### config.mk
export PLATFORM = sky130hd
export DESIGN_NAME = rx_port_sel_ctrl
export DESIGN_NICKNAME = d
export VERILOG_FILES = /design/src/rtl/rx_board_pkg.sv /design/src/rtl/rr_port_pick.sv /design/src/rtl/rx_port_sel_ctrl.sv
export SDC_FILE = /design/constraint.sdc
export NUM_CORES = 1
export LEC_CHECK = 0
export ABC_AREA = 1
export CELL_PAD_IN_SITES_DETAIL_PLACEMENT = 1
export CELL_PAD_IN_SITES_GLOBAL_PLACEMENT = 1
export CORE_ASPECT_RATIO = 1.25
export CORE_MARGIN = 5
export CORE_UTILIZATION = 40
export DETAILED_ROUTE_END_ITERATION = 7
export DONT_BUFFER_PORTS = 1
export PLACE_DENSITY_LB_ADDON = 0.1
export SETUP_SLACK_MARGIN = 0.3
export SLEW_MARGIN = 20
export SYNTH_ARGS = -nofsm -noshare
export SYNTH_HDL_FRONTEND = slang
export SYNTH_SLANG_ARGS = --single-unit
### constraint.sdc
create_clock -name clk -period 4 [get_ports clk]
set_input_delay 0 -clock clk [delete_from_list [all_inputs] [get_ports clk]]
set_output_delay 0 -clock clk [all_outputs]
set_load 0.005 [all_outputs]
### src/rtl/rx_board_pkg.sv
// Shared types, defaults and helpers for the receive-port selection controller.
package rx_board_pkg;

    localparam int NPORT_DEF       = 4;
    localparam int ERR_THR_DEF     = 3;
    localparam int HOLD_FRAMES_DEF = 4;
    localparam int ERR_CNT_W       = 3;
    localparam int HOLD_CNT_W      = 4;

    typedef enum logic [2:0] {
        ST_IDLE   = 3'd0,
        ST_ACTIVE = 3'd1,
        ST_SWITCH = 3'd2,
        ST_HOLD   = 3'd3,
        ST_FAIL   = 3'd4
    } sel_state_t;

    function automatic int idx_w(input int nport);
        return (nport > 1) ? $clog2(nport) : 1;
    endfunction

    // A frame start restarts the count, keeping only an error seen in that same cycle.
    function automatic logic [ERR_CNT_W-1:0] err_cnt_next(
        input logic [ERR_CNT_W-1:0] cnt,
        input logic                 hit,
        input logic                 frame
    );
        logic [ERR_CNT_W-1:0] nxt;
        if (frame) begin
            nxt = {2'b00, hit};
        end else if (hit && (cnt != 3'd7)) begin
            nxt = cnt + 3'd1;
        end else begin
            nxt = cnt;
        end
        return nxt;
    endfunction

endpackage

### src/rtl/rr_port_pick.sv
// Combinational round-robin finder: first healthy port after cur, wrapping back to cur itself.
module rr_port_pick
    import rx_board_pkg::*;
#(
    parameter int NPORT = NPORT_DEF,
    localparam int IW   = idx_w(NPORT)
) (
    input  logic [NPORT-1:0] port_ok,
    input  logic [IW-1:0]    cur,
    output logic             found,
    output logic [IW-1:0]    idx
);

    logic [IW-1:0] cand_s;

    // Scan from the farthest offset down so the nearest healthy port wins.
    always_comb begin
        found  = 1'b0;
        idx    = cur;
        cand_s = cur;
        for (int i = NPORT; i >= 1; i--) begin
            cand_s = cur + IW'(i);
            found  = found | port_ok[cand_s];
            idx    = port_ok[cand_s] ? cand_s : idx;
        end
    end

endmodule

### src/rtl/rx_port_sel_ctrl.sv
// Receive-port selection controller: round-robin failover with error threshold and hold-off.
// Optional manual override is compiled in with RX_PORT_SEL_MANUAL_EN.
module rx_port_sel_ctrl
    import rx_board_pkg::*;
#(
    parameter int NPORT       = NPORT_DEF,
    parameter int ERR_THR     = ERR_THR_DEF,
    parameter int HOLD_FRAMES = HOLD_FRAMES_DEF
) (
    input  logic                    clk,
    input  logic                    rst_n,
    input  logic                    c_done,
    input  logic                    ovp,
    input  logic [NPORT-1:0]        port_ok,
    input  logic [NPORT-1:0]        port_err_p,
    input  logic                    man_mode,
    input  logic [idx_w(NPORT)-1:0] man_sel,
    output logic [idx_w(NPORT)-1:0] sel_port,
    output logic                    sel_port_chngp,
    output logic                    all_fail
);

    localparam int IW = idx_w(NPORT);

    sel_state_t              state_r;
    sel_state_t              state_next_s;
    logic [IW-1:0]           sel_port_r;
    logic                    chngp_r;
    logic                    all_fail_r;
    logic [ERR_CNT_W-1:0]    err_cnt_r;
    logic [HOLD_CNT_W-1:0]   hold_cnt_r;

    logic                    found_s;
    logic [IW-1:0]           pick_idx_s;
    logic                    man_req_s;
    logic                    man_hold_s;
    logic [IW-1:0]           man_idx_s;
    logic                    cur_ok_s;
    logic                    err_hit_s;
    logic                    err_trip_s;
    logic                    hold_done_s;
    logic                    load_s;
    logic [IW-1:0]           load_idx_s;
    logic                    fail_set_s;
    logic                    fail_clr_s;
    logic                    hold_inc_s;

    rr_port_pick #(
        .NPORT   (NPORT)
    ) u_pick (
        .port_ok (port_ok),
        .cur     (sel_port_r),
        .found   (found_s),
        .idx     (pick_idx_s)
    );

`ifdef RX_PORT_SEL_MANUAL_EN
    assign man_hold_s = man_mode;
    assign man_req_s  = man_mode & ovp & (man_sel != sel_port_r);
    assign man_idx_s  = man_sel;
`else
    logic unused_man_s;
    assign unused_man_s = man_mode ^ (^man_sel);
    assign man_hold_s   = 1'b0;
    assign man_req_s    = 1'b0;
    assign man_idx_s    = sel_port_r;
`endif

    assign cur_ok_s    = port_ok[sel_port_r];
    assign err_hit_s   = port_err_p[sel_port_r];
    assign err_trip_s  = (err_cnt_r >= ERR_CNT_W'(ERR_THR));
    assign hold_done_s = ((hold_cnt_r + 4'd1) == HOLD_CNT_W'(HOLD_FRAMES));

    // State register.
    always_ff @(posedge clk or negedge rst_n) begin
        if (!rst_n) begin
            state_r <= ST_IDLE;
        end else begin
            state_r <= state_next_s;
        end
    end

    // Next-state logic; a dropped c_done overrides everything.
    always_comb begin
        state_next_s = state_r;
        if (!c_done) begin
            state_next_s = ST_IDLE;
        end else begin
            case (state_r)
                ST_IDLE: begin
                    state_next_s = ST_SWITCH;
                end
                ST_ACTIVE: begin
                    if (man_req_s) begin
                        state_next_s = ST_HOLD;
                    end else if (!man_hold_s && (!cur_ok_s || err_trip_s)) begin
                        state_next_s = ST_SWITCH;
                    end else begin
                        state_next_s = ST_ACTIVE;
                    end
                end
                ST_SWITCH: begin
                    if (ovp && found_s) begin
                        state_next_s = ST_HOLD;
                    end else if (ovp && !man_hold_s) begin
                        state_next_s = ST_FAIL;
                    end else begin
                        state_next_s = ST_SWITCH;
                    end
                end
                ST_HOLD: begin
                    if (man_req_s) begin
                        state_next_s = ST_HOLD;
                    end else if (ovp && hold_done_s) begin
                        state_next_s = ST_ACTIVE;
                    end else begin
                        state_next_s = ST_HOLD;
                    end
                end
                ST_FAIL: begin
                    if (ovp && found_s) begin
                        state_next_s = ST_HOLD;
                    end else begin
                        state_next_s = ST_FAIL;
                    end
                end
                default: begin
                    state_next_s = ST_IDLE;
                end
            endcase
        end
    end

    // Output/action decode feeding the registered datapath.
    always_comb begin
        load_s     = 1'b0;
        load_idx_s = pick_idx_s;
        fail_set_s = 1'b0;
        fail_clr_s = 1'b0;
        hold_inc_s = 1'b0;
        if (!c_done) begin
            load_s = 1'b0;
        end else begin
            case (state_r)
                ST_ACTIVE: begin
                    if (man_req_s) begin
                        load_s     = 1'b1;
                        load_idx_s = man_idx_s;
                    end else begin
                        load_s = 1'b0;
                    end
                end
                ST_SWITCH: begin
                    if (ovp && found_s) begin
                        load_s = 1'b1;
                    end else if (ovp && !man_hold_s) begin
                        fail_set_s = 1'b1;
                    end else begin
                        fail_set_s = 1'b0;
                    end
                end
                ST_HOLD: begin
                    if (man_req_s) begin
                        load_s     = 1'b1;
                        load_idx_s = man_idx_s;
                    end else begin
                        hold_inc_s = ovp;
                    end
                end
                ST_FAIL: begin
                    if (ovp && found_s) begin
                        load_s     = 1'b1;
                        fail_clr_s = 1'b1;
                    end else begin
                        fail_clr_s = 1'b0;
                    end
                end
                default: begin
                    load_s = 1'b0;
                end
            endcase
        end
    end

    // Selection, pulse, failure flag and frame/error counters.
    always_ff @(posedge clk or negedge rst_n) begin
        if (!rst_n) begin
            sel_port_r <= {IW{1'b0}};
            chngp_r    <= 1'b0;
            all_fail_r <= 1'b0;
            err_cnt_r  <= 3'd0;
            hold_cnt_r <= 4'd0;
        end else begin
            chngp_r   <= load_s;
            err_cnt_r <= err_cnt_next(err_cnt_r, err_hit_s, ovp);
            if (load_s) begin
                sel_port_r <= load_idx_s;
            end else begin
                sel_port_r <= sel_port_r;
            end
            if (fail_set_s) begin
                all_fail_r <= 1'b1;
            end else if (fail_clr_s) begin
                all_fail_r <= 1'b0;
            end else begin
                all_fail_r <= all_fail_r;
            end
            if (load_s) begin
                hold_cnt_r <= 4'd0;
            end else if (hold_inc_s) begin
                hold_cnt_r <= hold_cnt_r + 4'd1;
            end else begin
                hold_cnt_r <= hold_cnt_r;
            end
        end
    end

    assign sel_port       = sel_port_r;
    assign sel_port_chngp = chngp_r;
    assign all_fail       = all_fail_r;

endmodule
==> metrics, run 1 <==
Die Area 0.00376 sq mm; cell taking the most area after synthesis dfrtp_1; height of the die 67.3 microns; post-DP HPWL just under 2000 microns; outcome finished clean; top-count cell post-synth nand2_1; Antenna Nets Post-Route 0; FP Rows 20; post-layout util 46.9%; #FFs+latches synth 14; initial DRC count 31; CTS sink count 14; Final Skew 11.3 ps; IO buf count 0; Switch Pwr 326 uW; Area Growth Syn to Fin 10.5%; n_diodes 0; Via density 5.13; Resize count post-CTS 0; Setup Buffers After CTS 0; Comb power frac 50.0%; Post-Syn Area 0.00105 sq mm; hold crit path type input pin to register; largest net degree at the start of global routing 15; number of distinct library cells after synthesis 29; total wire length roughly 2400 microns; fraction of layout cells with a size suffix above 1 13.8%; unrepaired setup endpoints after global routing no; Setup Viol. Count Final 0; worst path required time 4200 ps; GRT overflow 0; Max Cap Viol 0; Pre-antenna DRT Iters 3; crit path capture type register; switching part of the total power a little under half; Num CTS Buffers 3; htree depth 1; # DRC 0; Setup Crit Path Kind register to register; Core Footprint roughly 0.0025 sq mm; WL/cell 13.1 microns; ys async rst share 100%; crit path launch type register; Main synth FF type dfrtp_1; Pint ~360 uW; Final nets 172; Die W roughly 56 microns; Max Transition Viols Final 0; placed cell area 0.00109 sq mm; io pins 19; initial antenna violation count 0; Power Density 594 mW/mm^2; syn_nets approximately 160; GRT Total Usage 14.6%; Post-synth top cells 44 x nand2_1, 24 x inv_1, 19 x nand3_1, 14 x dfrtp_1, 7 x nor2_1; Seq/Total Area, Yosys 33.3%; peak supply drop 0.304 mV; crit path time final 2160 ps; Least-Margin Pin Slew 662 ps; via count 949; final hold vios 0; Clock transition at path regs around 100 ps; fmax between 400 and 500 MHz; worst-case clock buffer depth 2; first-pass GRT wire length 4330 microns; Synth Area per Inst 7.26 sq um; Clock Latency Late Sink 300 ps; Reg power frac roughly a third; design area around 0.0012 sq mm; clock share of power 15.6%; Post-synth EDFFs 0; TritonCTS clock tree yes; Worst Path Max Fanout 9; hold_buf cts 4; # fillers roughly 320; Post-Route Setup TNS 0 ps; Mapped Cells 145; vias in the first global route 1025; Pleak 0.626 nW; synth warn 0; Final Cycle Share 54.0%; crit path DAT 2370 ps; Initial Util 42.5%; top post-synthesis cells by area dfrtp_1 33%, nand2_1 16%, nand3_1 9.0%; Yosys top cell area share 33.3%; Slew Limit Headroom 55.7%; root buffer cell clkbuf_4; placer congestion estimate 0.788
==> power groups by stage <==
stage          logic (mW)  clock network, mW  registers (mW)
2_1_floorplan       0.281                  0           0.226
3_3_place_gp        0.322                  0           0.239
3_5_place_dp        0.342                  0           0.241
4_1_cts             0.355              0.110           0.238
5_1_grt             0.401              0.118           0.247
6_report            0.345              0.108           0.238
==> routing by layer <==
metal	global-route usage (%)	part of all wire, %	wire, microns	up-vias
li1	-	-	-	476
met1	15.8	43	1050	450
met2	27.5	51	1230	19
met3	3.82	4.9	118	4
met4	5.34	1.4	34	0
met5	0	0	0	-
==> critical path, stage by stage, from the launching register on <==
cell	delay, ps
dfrtp_1	490
inv_2	200
nand2_1	100
nand2_1	70
nand2_1	80
nor2_4	190
nand2_4	100
nand3b_1	120
nand3_1	90
nand2_1	70
dlygate4sd3_1	540
inv_1	30
==> metrics by stage <==
step / power (mW) / std cells / setup slack (ps) / hold slack (ps)
global placement: 0.562 / 177 / 2380 / -295
global route: 0.766 / 185 / 1630 / 35.2
detailed placement: 0.584 / 177 / 2350 / -295
CTS: 0.704 / 185 / 1800 / 8.18
floorplan: 0.507 / 145 / 2560 / -296
finish: 0.691 / 185 / 1840 / 10.3
==> placed cells by master (no fill, tap or decap), types with 3 or more instances in the layout <==
cell type	n
nor2_1	7
ha_1	4
nand3_1	19
clkbuf_4	3
inv_1	24
dlygate4sd3_1	4
dfrtp_1	14
nand4_1	3
nand2_2	4
nand2_1	44
o21ai_0	3
==> sequential cells by signal, summed over array words and instances (netlist names) <==
name / cells
hold_cnt_r: 4
err_cnt_r: 3
state_r: 3
sel_port: 2
all_fail: 1
sel_port_chngp: 1
==> worst paths after layout <==
| kind | slack (ps) | depth (start not counted) | endpoint | from |
|---|---|---|---|---|
| max in group asynchronous | 3400 | 1 | sel_port[0] | rst_n |
| min in group asynchronous | 160 | 1 | err_cnt_r[1] | rst_n |
| hold / removal | 10 | 4 | all_fail | ovp |
| setup reg to reg | 1840 | 11 | state_r[1] | sel_port[0] |
| hold reg to reg | 530 | 2 | all_fail | all_fail |
| setup / recovery | 1840 | 11 | state_r[1] | sel_port[0] |
==> layout make-up <==
type	count	area (sq um)	area share (%)
multi-input combinational	104	597	51.3
sequential	14	350	30.1
inverter	26	97.6	8.40
tap	33	41.3	3.55
timing repair buffer	4	40.0	3.44
clock buffer	4	36.3	3.12
==> kinds of logic (layout without fill, tap and decap cells) <==
logic type	after synthesis	count (layout)	share of synthesized area, %
AO/OA/AOI/OAI	13	13	8.80
multiplexers	1	1	1.07
buffers and inverters	27	34	9.99
flip-flops	14	14	33.3
adder cells (fa/ha/maj)	4	4	4.76
AND/OR/NAND/NOR	86	86	42.1
Power figures use the tool's default switching activity.
==> inputs of run 2 (changes only) <==
- clock period: 4 -> 2 ns (I/O delays scaled with it)
==> run 2 against run 1 <==
  * First-iteration DRC count fell by 42%
  * Via count stayed put
  * Maximum frequency grew 38%
  * Final cell count unchanged
  * Non-clock buffer count unchanged
  * Clock skew decreased by 10 ps
  * Critical path depth decreased by 1
  * Largest power group unchanged
==> metrics, run 2 (same netlist as run 1, synthesis figures left out) <==
outcome finished clean (unchanged); TritonCTS clock tree yes (unchanged); Pleak 0.625 nW (was 0.626 nW); largest net degree at the start of global routing 15 (unchanged); worst path required time 2180 ps (was 4200 ps); Clock Latency Late Sink 280 ps (was 300 ps); FP Rows 20 (unchanged); Biggest register hold_cnt_r (unchanged); root buffer cell clkbuf_4 (unchanged); most frequent cells in the layout 44 x nand2_1, 24 x inv_1, 19 x nand3_1 (unchanged); IO buf count 0 (unchanged); Least-Margin Pin Slew 657 ps (was 662 ps); Core Footprint 0.00248 sq mm (unchanged); Die Area 0.00376 sq mm (unchanged); peak supply drop 0.500 mV (was 0.304 mV); n_diodes 0 (unchanged); Via density 5.13 (unchanged); pre-CTS setup slack 336 ps (was 2350 ps); Final Skew 1.16 ps (was 11.3 ps); WL/cell 13.3 microns (was 13.1 microns); Pre-antenna DRT Iters 4 (was 3); Max Cap Viol 0 (unchanged); # DRC 0 (unchanged); Num CTS Buffers 3 (unchanged); CTS sink count 14 (unchanged); WP depth 10 (was 11); placer congestion estimate 0.819 (was 0.788); FF-to-FF path depth 10 (was 11); post-DP HPWL 1950 microns (was 1960 microns); Power Density 1200 mW/mm^2 (was 594 mW/mm^2); first-pass GRT wire length 4260 microns (was 4330 microns); via count 949 (unchanged); hold crit path type input pin to register (unchanged); Clock transition at path regs 90 ps (was 100 ps); Crit path largest cell delay 420 ps (was 540 ps); GRT Total Usage 14.1% (was 14.6%); Post-Route Setup TNS 0 ps (unchanged); Initial Util 42.5% (unchanged); vias in the first global route 1026 (was 1025); height of the die 67.3 microns (unchanged); Top Registers hold_cnt_r (4), err_cnt_r (3), state_r (3) (unchanged); Worst Path Max Fanout 4 (was 9); Area Growth Syn to Fin 11.1% (was 10.5%); fraction of layout cells with a size suffix above 1 15.8% (was 13.8%); most common cell after layout, fill and taps aside nand2_1 (unchanged); GRT overflow 0 (unchanged); Slew Limit Headroom 56.1% (was 55.7%); Die W 55.9 microns (unchanged); Most Crowded Layer GR met2 (unchanged); Min-Delay Path Depth 4 (unchanged); initial antenna violation count 0 (unchanged); crit path capture type register (unchanged); total wire length 2460 microns (was 2430 microns); Max Transition Viols Final 0 (unchanged); Final nets 172 (unchanged); Setup Crit Path Kind register to register (unchanged); Antenna Nets Post-Route 0 (unchanged); unrepaired setup endpoints after global routing no (unchanged); fmax 637 MHz (was 463 MHz); worst-case clock buffer depth 2 (unchanged); GR Layer Usage met3 2.10% (was 3.82%); # fillers 334 (was 319); initial DRC count 18 (was 31); htree depth 1 (unchanged); crit path DAT 1750 ps (was 2370 ps); final hold vios 0 (unchanged); worst path buffer plus inverter count 2 (was 3); Slowest cell on crit path dfrtp_1 (was dlygate4sd3_1); met1 GRT Util 14.8% (was 15.8%); io pins 19 (unchanged); post-layout util 47.2% (was 46.9%); Final Cycle Share 78.4% (was 54.0%); Setup Viol. Count Final 0 (unchanged); Largest register FFs 4 (unchanged); Final WS setup 431 ps (was 1840 ps); crit path time final 1570 ps (was 2160 ps); CP cell instances ha_2, ha_1, nor2_1, nand2_1, inv_1, nand4_1, a21boi_1, nand3_1, nand2_1, inv_1 (was inv_2, nand2_1, nand2_1, nand2_1, nor2_4, nand2_4, nand3b_1, nand3_1, nand2_1, dlygate4sd3_1, inv_1); fraction of met2 tracks used by global routing 29.6% (was 27.5%); crit path launch type register (unchanged); Largest delay share family, worst path flip-flops (was simple AND/OR/NAND/NOR gates)
run 2: cell count changes in the layout (fill, tap and decap cells not counted), sizes merged:
cell,before,now
buf,0,1
clkinv,0,1
dlygate4sd3,4,3
inv,26,25
run 2: power by group:
| group | internal (mW) | leakage [nW] | switching [mW] | total (mW) |
|---|---|---|---|---|
| sequential | 0.367 | 0.184 | 0.117 | 0.483 |
| clock | 0.111 | 0.0210 | 0.0965 | 0.207 |
| combinational | 0.264 | 0.420 | 0.446 | 0.711 |
| total | 0.742 | 0.625 | 0.659 | 1.40 |
run 2: worst reg2reg max path: stages (launching register included):
cell and delay (ps):
dfrtp_1 420, ha_2 210, ha_1 180, nor2_1 80, nand2_1 70, inv_1 60, nand4_1 90, a21boi_1 170
nand3_1 90, nand2_1 70, inv_1 40
run 2: repair_timing:
action,CTS,global route
setup buffers,0,1
resized for setup,0,5
hold buffers,3,0
hold endpoints to repair,28,0
setup endpoints to repair,0,12
run 2: final timing paths:
path	from	to	slack, ps
setup / recovery	err_cnt_r[0]	state_r[1]	430
hold / removal	ovp	all_fail	20
setup reg to reg	err_cnt_r[0]	state_r[1]	430
hold reg to reg	all_fail	all_fail	540
max in group asynchronous	rst_n	sel_port[0]	1360
min in group asynchronous	rst_n	all_fail	180
run 2: area by class of cell:
class | instances | area, sq um | area share, %
multi-input combinational | 104 | 599 | 51.3
sequential | 14 | 352 | 30.1
inverter | 26 | 103 | 8.78
tap | 33 | 41.3 | 3.53
timing repair buffer | 4 | 37.5 | 3.21
clock buffer | 4 | 36.3 | 3.10
run 2: metal layers:
| metal | routed length, microns | share of wire [%] |
|---|---|---|
| met4 | 12 | 0.49 |
| met3 | 119 | 4.8 |
| met5 | 0 | 0 |
| met2 | 1380 | 56 |
| met1 | 948 | 39 |
run 2: through the flow:
step                      power (mW)  hold slack [ps]  instances  area, sq um
final                           1.40             16.0        185         1170
after global routing            1.57             39.6        185         1170
after detailed placement        1.17             -295        177         1090
after floorplan                 1.01             -296        145         1050
after global placement          1.13             -295        177         1090
after CTS                       1.39             20.6        184         1150
